==> src/rtl/bg_image_scaler.sv <==
`timescale 1ns/1ps
// bg_image_scaler: scales a stored IMG_W x IMG_H palette-indexed image to the
// SCREEN_W x SCREEN_H raster and applies a frame-stepped fade to black.
// Ports:
//   vga_clk, reset          pixel clock, synchronous active-high reset
//   DrawX, DrawY, blank     raster position and active-region flag (1 = active)
//   fade_in, fade_out       single-cycle fade requests (fade_out wins)
//   rom_address / rom_q     registered address to / data from a sync image ROM
//   pal_index / pal_*       palette lookup (pal_index is rom_q, combinational)
//   red, green, blue        registered, faded pixel colour (3 cycles after sample)
//   fade_busy, fade_done    fade in progress / one-cycle completion pulse
module bg_image_scaler #(
  parameter int unsigned IMG_W         = 200,
  parameter int unsigned IMG_H         = 150,
  parameter int unsigned SCREEN_W      = 640,
  parameter int unsigned SCREEN_H      = 480,
  parameter int unsigned IDX_BITS      = 3,
  parameter int unsigned ADDR_BITS     = 15,
  parameter int unsigned FADE_FRAMES   = 2,
  parameter int unsigned RESET_VISIBLE = 1
) (
  input  logic                 vga_clk,
  input  logic                 reset,
  input  logic [9:0]           DrawX,
  input  logic [9:0]           DrawY,
  input  logic                 blank,
  input  logic                 fade_in,
  input  logic                 fade_out,
  output logic [ADDR_BITS-1:0] rom_address,
  input  logic [IDX_BITS-1:0]  rom_q,
  output logic [IDX_BITS-1:0]  pal_index,
  input  logic [3:0]           pal_red,
  input  logic [3:0]           pal_green,
  input  logic [3:0]           pal_blue,
  output logic [3:0]           red,
  output logic [3:0]           green,
  output logic [3:0]           blue,
  output logic                 fade_busy,
  output logic                 fade_done
);

  localparam int unsigned ACC_W = 11;
  localparam int unsigned LVL_W = 5;
  localparam int unsigned CNT_W = $clog2(FADE_FRAMES + 1);
  localparam logic [LVL_W-1:0] LVL_MAX = 5'd16;

  typedef enum logic [1:0] {SHOWN, HIDDEN, FADING_IN, FADING_OUT} fade_state_t;

  localparam fade_state_t       RESET_STATE = (RESET_VISIBLE != 0) ? SHOWN : HIDDEN;
  localparam logic [LVL_W-1:0]  RESET_LEVEL = (RESET_VISIBLE != 0) ? LVL_MAX : 5'd0;

  logic [9:0]           x_prev, y_prev;
  logic [ACC_W-1:0]     acc_x, acc_y, acc_x_sum, acc_y_sum;
  logic [ADDR_BITS-1:0] src_x, row_base;
  logic                 x_step, y_step, frame_tick;
  logic [2:0]           blank_d;

  fade_state_t          state, state_n;
  logic [LVL_W-1:0]     level, level_n;
  logic [CNT_W-1:0]     frame_cnt, cnt_n;
  logic                 busy_n, done_n, cnt_last;

  assign pal_index  = rom_q;
  assign x_step     = (DrawX == 10'(x_prev + 10'd1));
  assign y_step     = (DrawY == 10'(y_prev + 10'd1));
  assign acc_x_sum  = acc_x + ACC_W'(IMG_W);
  assign acc_y_sum  = acc_y + ACC_W'(IMG_H);
  assign frame_tick = (DrawX == '0) && (DrawY == '0) && !((x_prev == '0) && (y_prev == '0));
  assign cnt_last   = (frame_cnt == CNT_W'(FADE_FRAMES - 1));

  // Channel scaled by fade level; level 16 passes the colour unchanged.
  function automatic logic [3:0] scale(input logic [3:0] c, input logic [LVL_W-1:0] l);
    return 4'((8'(c) * 8'(l)) >> 4);
  endfunction

  // Incremental source-coordinate tracking; row_base holds src_y*IMG_W.
  always_ff @(posedge vga_clk) begin
    if (reset) begin
      x_prev      <= '0;
      y_prev      <= '0;
      acc_x       <= '0;
      acc_y       <= '0;
      src_x       <= '0;
      row_base    <= '0;
      rom_address <= '0;
    end else begin
      x_prev      <= DrawX;
      y_prev      <= DrawY;
      rom_address <= row_base + src_x;
      if (DrawX == '0) begin
        acc_x <= '0;
        src_x <= '0;
      end else if (x_step) begin
        if (acc_x_sum >= ACC_W'(SCREEN_W)) begin
          acc_x <= acc_x_sum - ACC_W'(SCREEN_W);
          src_x <= src_x + ADDR_BITS'(1);
        end else begin
          acc_x <= acc_x_sum;
        end
      end
      if (DrawY == '0) begin
        acc_y    <= '0;
        row_base <= '0;
      end else if (y_step) begin
        if (acc_y_sum >= ACC_W'(SCREEN_H)) begin
          acc_y    <= acc_y_sum - ACC_W'(SCREEN_H);
          row_base <= row_base + ADDR_BITS'(IMG_W);
        end else begin
          acc_y <= acc_y_sum;
        end
      end
    end
  end

  // Blank delay line and output colour stage.
  always_ff @(posedge vga_clk) begin
    if (reset) begin
      blank_d <= '0;
      red     <= '0;
      green   <= '0;
      blue    <= '0;
    end else begin
      blank_d <= {blank_d[1:0], blank};
      if (blank_d[2]) begin
        red   <= scale(pal_red, level);
        green <= scale(pal_green, level);
        blue  <= scale(pal_blue, level);
      end else begin
        red   <= '0;
        green <= '0;
        blue  <= '0;
      end
    end
  end

  // Fade state register.
  always_ff @(posedge vga_clk) begin
    if (reset) begin
      state     <= RESET_STATE;
      level     <= RESET_LEVEL;
      frame_cnt <= '0;
      fade_busy <= 1'b0;
      fade_done <= 1'b0;
    end else begin
      state     <= state_n;
      level     <= level_n;
      frame_cnt <= cnt_n;
      fade_busy <= busy_n;
      fade_done <= done_n;
    end
  end

  // Fade next-state: requests take priority over a coincident frame tick.
  always_comb begin
    state_n = state;
    level_n = level;
    cnt_n   = frame_cnt;
    done_n  = 1'b0;
    unique case (state)
      SHOWN: begin
        if (fade_out) begin
          state_n = FADING_OUT;
          cnt_n   = '0;
        end
      end
      HIDDEN: begin
        if (fade_in && !fade_out) begin
          state_n = FADING_IN;
          cnt_n   = '0;
        end
      end
      FADING_IN: begin
        if (fade_out) begin
          state_n = FADING_OUT;
          cnt_n   = '0;
        end else if (frame_tick) begin
          if (cnt_last) begin
            cnt_n = '0;
            if (level >= LVL_MAX - 5'd1) begin
              level_n = LVL_MAX;
              state_n = SHOWN;
              done_n  = 1'b1;
            end else begin
              level_n = level + 5'd1;
            end
          end else begin
            cnt_n = frame_cnt + CNT_W'(1);
          end
        end
      end
      FADING_OUT: begin
        if (fade_in && !fade_out) begin
          state_n = FADING_IN;
          cnt_n   = '0;
        end else if (frame_tick) begin
          if (cnt_last) begin
            cnt_n = '0;
            if (level <= 5'd1) begin
              level_n = '0;
              state_n = HIDDEN;
              done_n  = 1'b1;
            end else begin
              level_n = level - 5'd1;
            end
          end else begin
            cnt_n = frame_cnt + CNT_W'(1);
          end
        end
      end
      default: state_n = state;
    endcase
    busy_n = (state_n == FADING_IN) || (state_n == FADING_OUT);
  end

endmodule
==> config.mk <==
export PLATFORM = sky130hd
export DESIGN_NAME = bg_image_scaler
export DESIGN_NICKNAME = d
export VERILOG_FILES = /design/src/rtl/bg_image_scaler.sv
export SDC_FILE = /design/constraint.sdc
export NUM_CORES = 1
export LEC_CHECK = 0
export CAP_MARGIN = 20
export CORE_AREA = 2 2 113 115
export CTS_CLUSTER_DIAMETER = 40
export DETAILED_ROUTE_END_ITERATION = 6
export DIE_AREA = 0 0 115 117
export GPL_TIMING_DRIVEN = 0
export PLACE_DENSITY = 0.81
export REMOVE_ABC_BUFFERS = 1
export SLEW_MARGIN = 20
export SYNTH_ARGS = -nofsm -noshare
export SYNTH_HDL_FRONTEND = slang
export SYNTH_SLANG_ARGS = --single-unit
==> constraint.sdc <==
create_clock -name vga_clk -period 3.57 [get_ports vga_clk]
set_input_delay 0.5355 -clock vga_clk [delete_from_list [all_inputs] [get_ports vga_clk]]
set_output_delay 0.5355 -clock vga_clk [all_outputs]
set_load 0.1 [all_outputs]
== Word level (Yosys, flattened, before mapping) ==
Cells that the tools add are included.

* Output and inout bits: 32
* Word-level logic and storage cells: 110
* Input bits: 40
* Bits in registers: 113

* Eq/ne operators: 16
* Reduce and logical (&&, ||, !) cells: 20
* $lt $le $gt $ge: 4
* Multipliers: 3
* Bitwise operators: 1
* Multiplexer cells: 38
* $add $sub $neg: 12

{| class="wikitable"
|+ Operators by type and width
! kind !! number
|-
| 10-bit logical NOT || 4
|-
| 5-bit two-way mux || 8
|-
| 2-bit two-way mux || 16
|-
| 4-bit by 5-bit multiplier with 8-bit output || 3
|-
| 11-bit by 8-bit adder with 11-bit output, second input constant || 2
|-
| 11-bit two-way mux || 2
|-
| 10-bit by 1-bit adder with 10-bit output, second input constant || 2
|-
| 10-bit equality test || 2
|-
| 2-bit != test, second input constant || 8
|-
| 2-bit one-hot mux with 4 select lines || 2
|-
| 15-bit by 1-bit adder with 15-bit output, second input constant || 1
|-
| 15-bit adder || 1
|-
| 15-bit by 8-bit adder with 15-bit output, second input constant || 1
|-
| 11-bit by 10-bit greater-or-equal comparator with 1-bit output, second input constant || 1
|-
| 11-bit by 9-bit greater-or-equal comparator with 1-bit output, second input constant || 1
|-
| 11-bit by 10-bit subtractor with 11-bit output, second input constant || 1
|-
| 11-bit by 9-bit subtractor with 11-bit output, second input constant || 1
|-
| 5-bit one-hot mux with 2 select lines || 1
|-
| 2-bit equality test, second input constant || 4
|-
| 1-bit two-way mux || 8
|-
| 7-bit AND reduction || 1
|-
| 2-bit AND reduction || 3
|-
| 2-bit OR reduction || 3
|-
| 5-bit by 1-bit adder with 5-bit output, second input constant || 1
|-
| 12 further kinds || 17
|}

== Logic depth before layout (Yosys ltp) ==
* Depth in word-level cells: 9
* Gate-level depth with buffers: 14
* Gate-level depth less buffers: 12

== Worst setup path before layout ==
No wires, ideal clock.

* Path type: reg2reg
* From: register level[2]
* To: register red[3]
* Path buffers: 2
* Data arrival time: 3.155 ns
* Data required time: 3.442 ns
* Cell stages (with the launch flop): 15
* Library setup time: 0.128 ns
* Slack: 0.288 ns
* Period minus slack after synthesis: 3.282 ns
* Cells stage by stage: dfxtp_1 clkbuf_1 clkbuf_1 nand2_1 fa_1 inv_1 fa_1 ha_1 and4_1 a21o_1 a21oi_1 o21bai_1 a21oi_1 xnor2_1 nor2_1

* Longest elaborated chain between the ends: 1

{| class="wikitable"
|+ Ends and longest elaborated chain
! item !! RTL line !! source
|-
| start: declaration || 59 || <nowiki>logic [LVL_W-1:0] level, level_n;</nowiki>
|-
| start signal: assignment || 146 || <nowiki>level <= level_n;</nowiki>
|-
| 4-bit by 5-bit multiplier with 8-bit output || 73 || <nowiki>return 4'((8'(c) * 8'(l)) >> 4);</nowiki>
|-
| end signal: assignment || 125 || <nowiki>red <= scale(pal_red, level);</nowiki>
|-
| end: declaration || 35 || <nowiki>output logic [3:0] red,</nowiki>
|}

Every way passes these cells.
A chain may end at the register's enable or synchronous reset.

== Final worst setup path ==
* From: input port pal_red[3]
* To: register red[3]

* Longest elaborated chain between the ends: 1

{| class="wikitable"
|+ Ends and longest elaborated chain
! item !! RTL line !! source
|-
| start: declaration || 32 || <nowiki>input logic [3:0] pal_red,</nowiki>
|-
| 4-bit by 5-bit multiplier with 8-bit output || 73 ||
|}

Every way passes these cells.

==> impl_metrics.env <==
export IMPL_crit_top_cell="fa_1"
export IMPL_cts_root_buffer="clkbuf_16"
export IMPL_p_int_mw=1.84
export IMPL_gp_congestion=0.863
export IMPL_tritoncts="yes"
export IMPL_drcViolationCount=0
export IMPL_startpoint_type="input port"
export IMPL_row_count=41
export IMPL_start_util_pct=57.0
export IMPL_post_drt_wl_per_cell_um=14.3
export IMPL_antenna_found_initial=0
export IMPL_synthFlopType="dfxtp_1"
export IMPL_arrival_ps=3650
export IMPL_yosys_area_top_type_share_pct=30.0
export IMPL_netlist_instances=832
export IMPL_stdcell_count=1036
export IMPL_cap_violations=0
export IMPL_swShare_pct=25.0
export IMPL_path_clk_slew_ps=70
export IMPL_hold_class="reg -> reg"
export IMPL_drtAntennaViolNets=0
export IMPL_setup_viol=0
export IMPL_cts_hold_buf=0
export IMPL_synth_cell_types=71
export IMPL_yosysSeqAreaShare_pct=30.0
export IMPL_die_width_um=115
export IMPL_crit_required_ps=3800
export IMPL_finalCriticalPeriod_ps=3420
export IMPL_ys_ff_latch=105
export IMPL_grt_pass1_wl_mm=25.0
export IMPL_grt_overflow=0
export IMPL_synth_edf_count=0
export IMPL_synth_top_cell_by_area="dfxtp_1"
export IMPL_dieArea_um2=13500
export IMPL_vias=5983
export IMPL_status="completed"
export IMPL_yosys_warnings=0
export IMPL_pwr_density_cell_nw_per_um2=303
export IMPL_cts_buffers=9
export IMPL_hold_viol=0
export IMPL_dp_cells=1015
export IMPL_worstMarginPinSlew_ps=1000
export IMPL_fin_util_pct=65.9
export IMPL_dpl_hpwl_mm=10.6
export IMPL_end_kind="register"
export IMPL_io_pins=72
export IMPL_antennaDiodeCount=0
export IMPL_crit_type="in -> reg"
export IMPL_drtIter0Drc=254
export IMPL_core_area_um2=12300
export IMPL_ir_worst_vdd_mv=0.252
export IMPL_slew_violations=0
export IMPL_clock_path_buffers=2
export IMPL_viasPerCell=5.78
export IMPL_path_cells="clkdlybuf4s50_1, nand2_1, fa_1, inv_1, fa_1, ha_1, and4_1, a21o_1, a21oi_2, o21bai_1, a21oi_1, xnor2_1, nor2_1"
export IMPL_clk_latency_ps=360
export IMPL_syn2layout_area_growth_pct=15.7
export IMPL_power_frac_seq_pct=49.2
export IMPL_grt_pass1_vias=5486
export IMPL_slowest_stage="clkdlybuf4s50_1"
export IMPL_power_switching_uw=614
export IMPL_die_h_um=117
export IMPL_drive_gt1_share_pct=5.30
export IMPL_ys_async_sr_fraction_pct=0
export IMPL_total_power_mw=2.46
export IMPL_cpPeakStageDelay_ps=560
export IMPL_wl_mm=14.8
export IMPL_postSynthAreaPerCell_um2=8.43
export IMPL_fin_crit_sh_pct=95.8
export IMPL_htreeDepth=3
export IMPL_cp_max_fo=5
export IMPL_portBuffers=65
export IMPL_nNetsFinal=991
export IMPL_slew_headroom_pct=32.6
export IMPL_grt_max_degree=27
export IMPL_clkPwrFrac_pct=41.7
export IMPL_leakagePower_nw=3.23
export IMPL_first_pass_iters=7
export IMPL_max_clock_freq_mhz=292
export IMPL_cts_sinks=105
export IMPL_rsz0062_at_grt="no"
export IMPL_synth_area_leaders="dfxtp_1 30%, ha_1 9.6%, xnor2_1 6.2%"
export IMPL_synth_area_um2=7010
export IMPL_track_usage_pct=22.9
export IMPL_skew_ps=9.38
export IMPL_comb_power_share_pct=9.1
metrics by stage:
step	setup slack [ps]	hold WS, ps	area [um^2]	TNS (ps)
5_1_grt	19.4	446	8120	0
3_3_place_gp	-246	414	7690	-2900
2_1_floorplan	329	407	6850	0
6_report	149	426	8120	0
4_1_cts	107	429	8040	0
3_5_place_dp	-269	420	7730	-1370
Yosys cell counts, types with 12 or more instances:
library cell and count:
fa_1 16, clkbuf_1 24, ha_1 54, nor2_1 71, xnor2_1 50, dfxtp_1 105
nand3_1 24, and2_1 41, nor3_1 19, nor4_1 12, nor2b_1 33, nand4_1 12
xor2_1 18, a21oi_1 47, o21ai_0 26, inv_1 47, nand2_1 64
routing by layer:
metal	vias to the layer above	track usage, %	part of all wire (%)
met5	-	0	0
met4	0	8.92	1.7
met3	17	3.04	4.0
met2	117	37.1	46
met1	2824	31.3	48
li1	3025	-	-
area by class of cell:
type,count,area [um^2]
inverters,47,176
clock inverters,6,75.1
clock buffers,10,229
multi-input cells,646,4620
flip-flops and latches,105,2100
repair buffers,72,721
fillers,1004,4200
well taps,150,188
power by group through the flow:
| stage | Combinational [mW] | Sequential [mW] | Clock (mW) |
|---|---|---|---|
| 2_1_floorplan | 0.106 | 1.25 | 0 |
| 3_3_place_gp | 0.214 | 1.23 | 0 |
| 3_5_place_dp | 0.219 | 1.23 | 0 |
| 4_1_cts | 0.222 | 1.21 | 1.04 |
| 5_1_grt | 0.245 | 1.21 | 1.09 |
| 6_report | 0.223 | 1.21 | 1.02 |
worst paths after layout:
| check | startpoint | to | slack (ps) | cells after the start |
|---|---|---|---|---|
| setup reg to reg | level[1]$_SDFFE_PP0P_ | red[3]$_SDFF_PP0_ | 220 | 12 |
| setup / recovery | pal_red[3] | red[3]$_SDFF_PP0_ | 150 | 13 |
| hold reg to reg | frame_cnt[1]$_SDFFE_PP0P_ | frame_cnt[1]$_SDFFE_PP0P_ | 430 | 2 |
| hold / removal | frame_cnt[1]$_SDFFE_PP0P_ | frame_cnt[1]$_SDFFE_PP0P_ | 430 | 2 |
critical path: cells and delay by family:
| family | cells | cell delay (ps) |
|---|---|---|
| simple gates | 3 | 350 |
| buf+inv | 2 | 610 |
| compound gates | 4 | 700 |
| fa+ha+maj | 3 | 1320 |
| xor+xnor | 1 | 130 |
layout by cell type, fill, tap and decap left out, drive strengths merged, types with 10 or more instances in the layout:
cell type	n
ha	54
nand2	64
nand3	24
nand4	12
nor4	13
xor2	18
xnor2	50
dfxtp	105
clkdlybuf4s50	63
o21a	10
inv	49
a21oi	47
nor2	71
o21ai	26
fa	16
and2	41
nor3	19
or3	11
clkbuf	10
nor2b	33
kinds of logic after synthesis:
group	Yosys count	share of synthesized area, %
AND/OR/NAND/NOR	338	25.9
flip-flops	105	30.0
AO/OA/AOI/OAI	163	15.6
XOR/XNOR	68	8.49
buffers and inverters	81	4.80
adder cells (fa/ha/maj)	70	14.2
multiplexers	7	1.02
registers in the layout, indices dropped and copies added, names as in the netlist:
name / flops
y_prev: 10
fade_busy: 1
state: 1
row_base: 12
x_prev: 10
blue: 4
fade_done: 1
level: 5
rom_address: 15
frame_cnt: 2
acc_x: 8
src_x: 15
red: 4
green: 4
blank_d: 3
acc_y: 10
timing repair:
item / CTS / global route
pin swaps: 0 / 2
gates resized for setup: 1 / 8
setup buffers: 0 / 5
endpoints found under the setup margin: 7 / 15
Note: power is estimated with default switching activity, not from simulation.
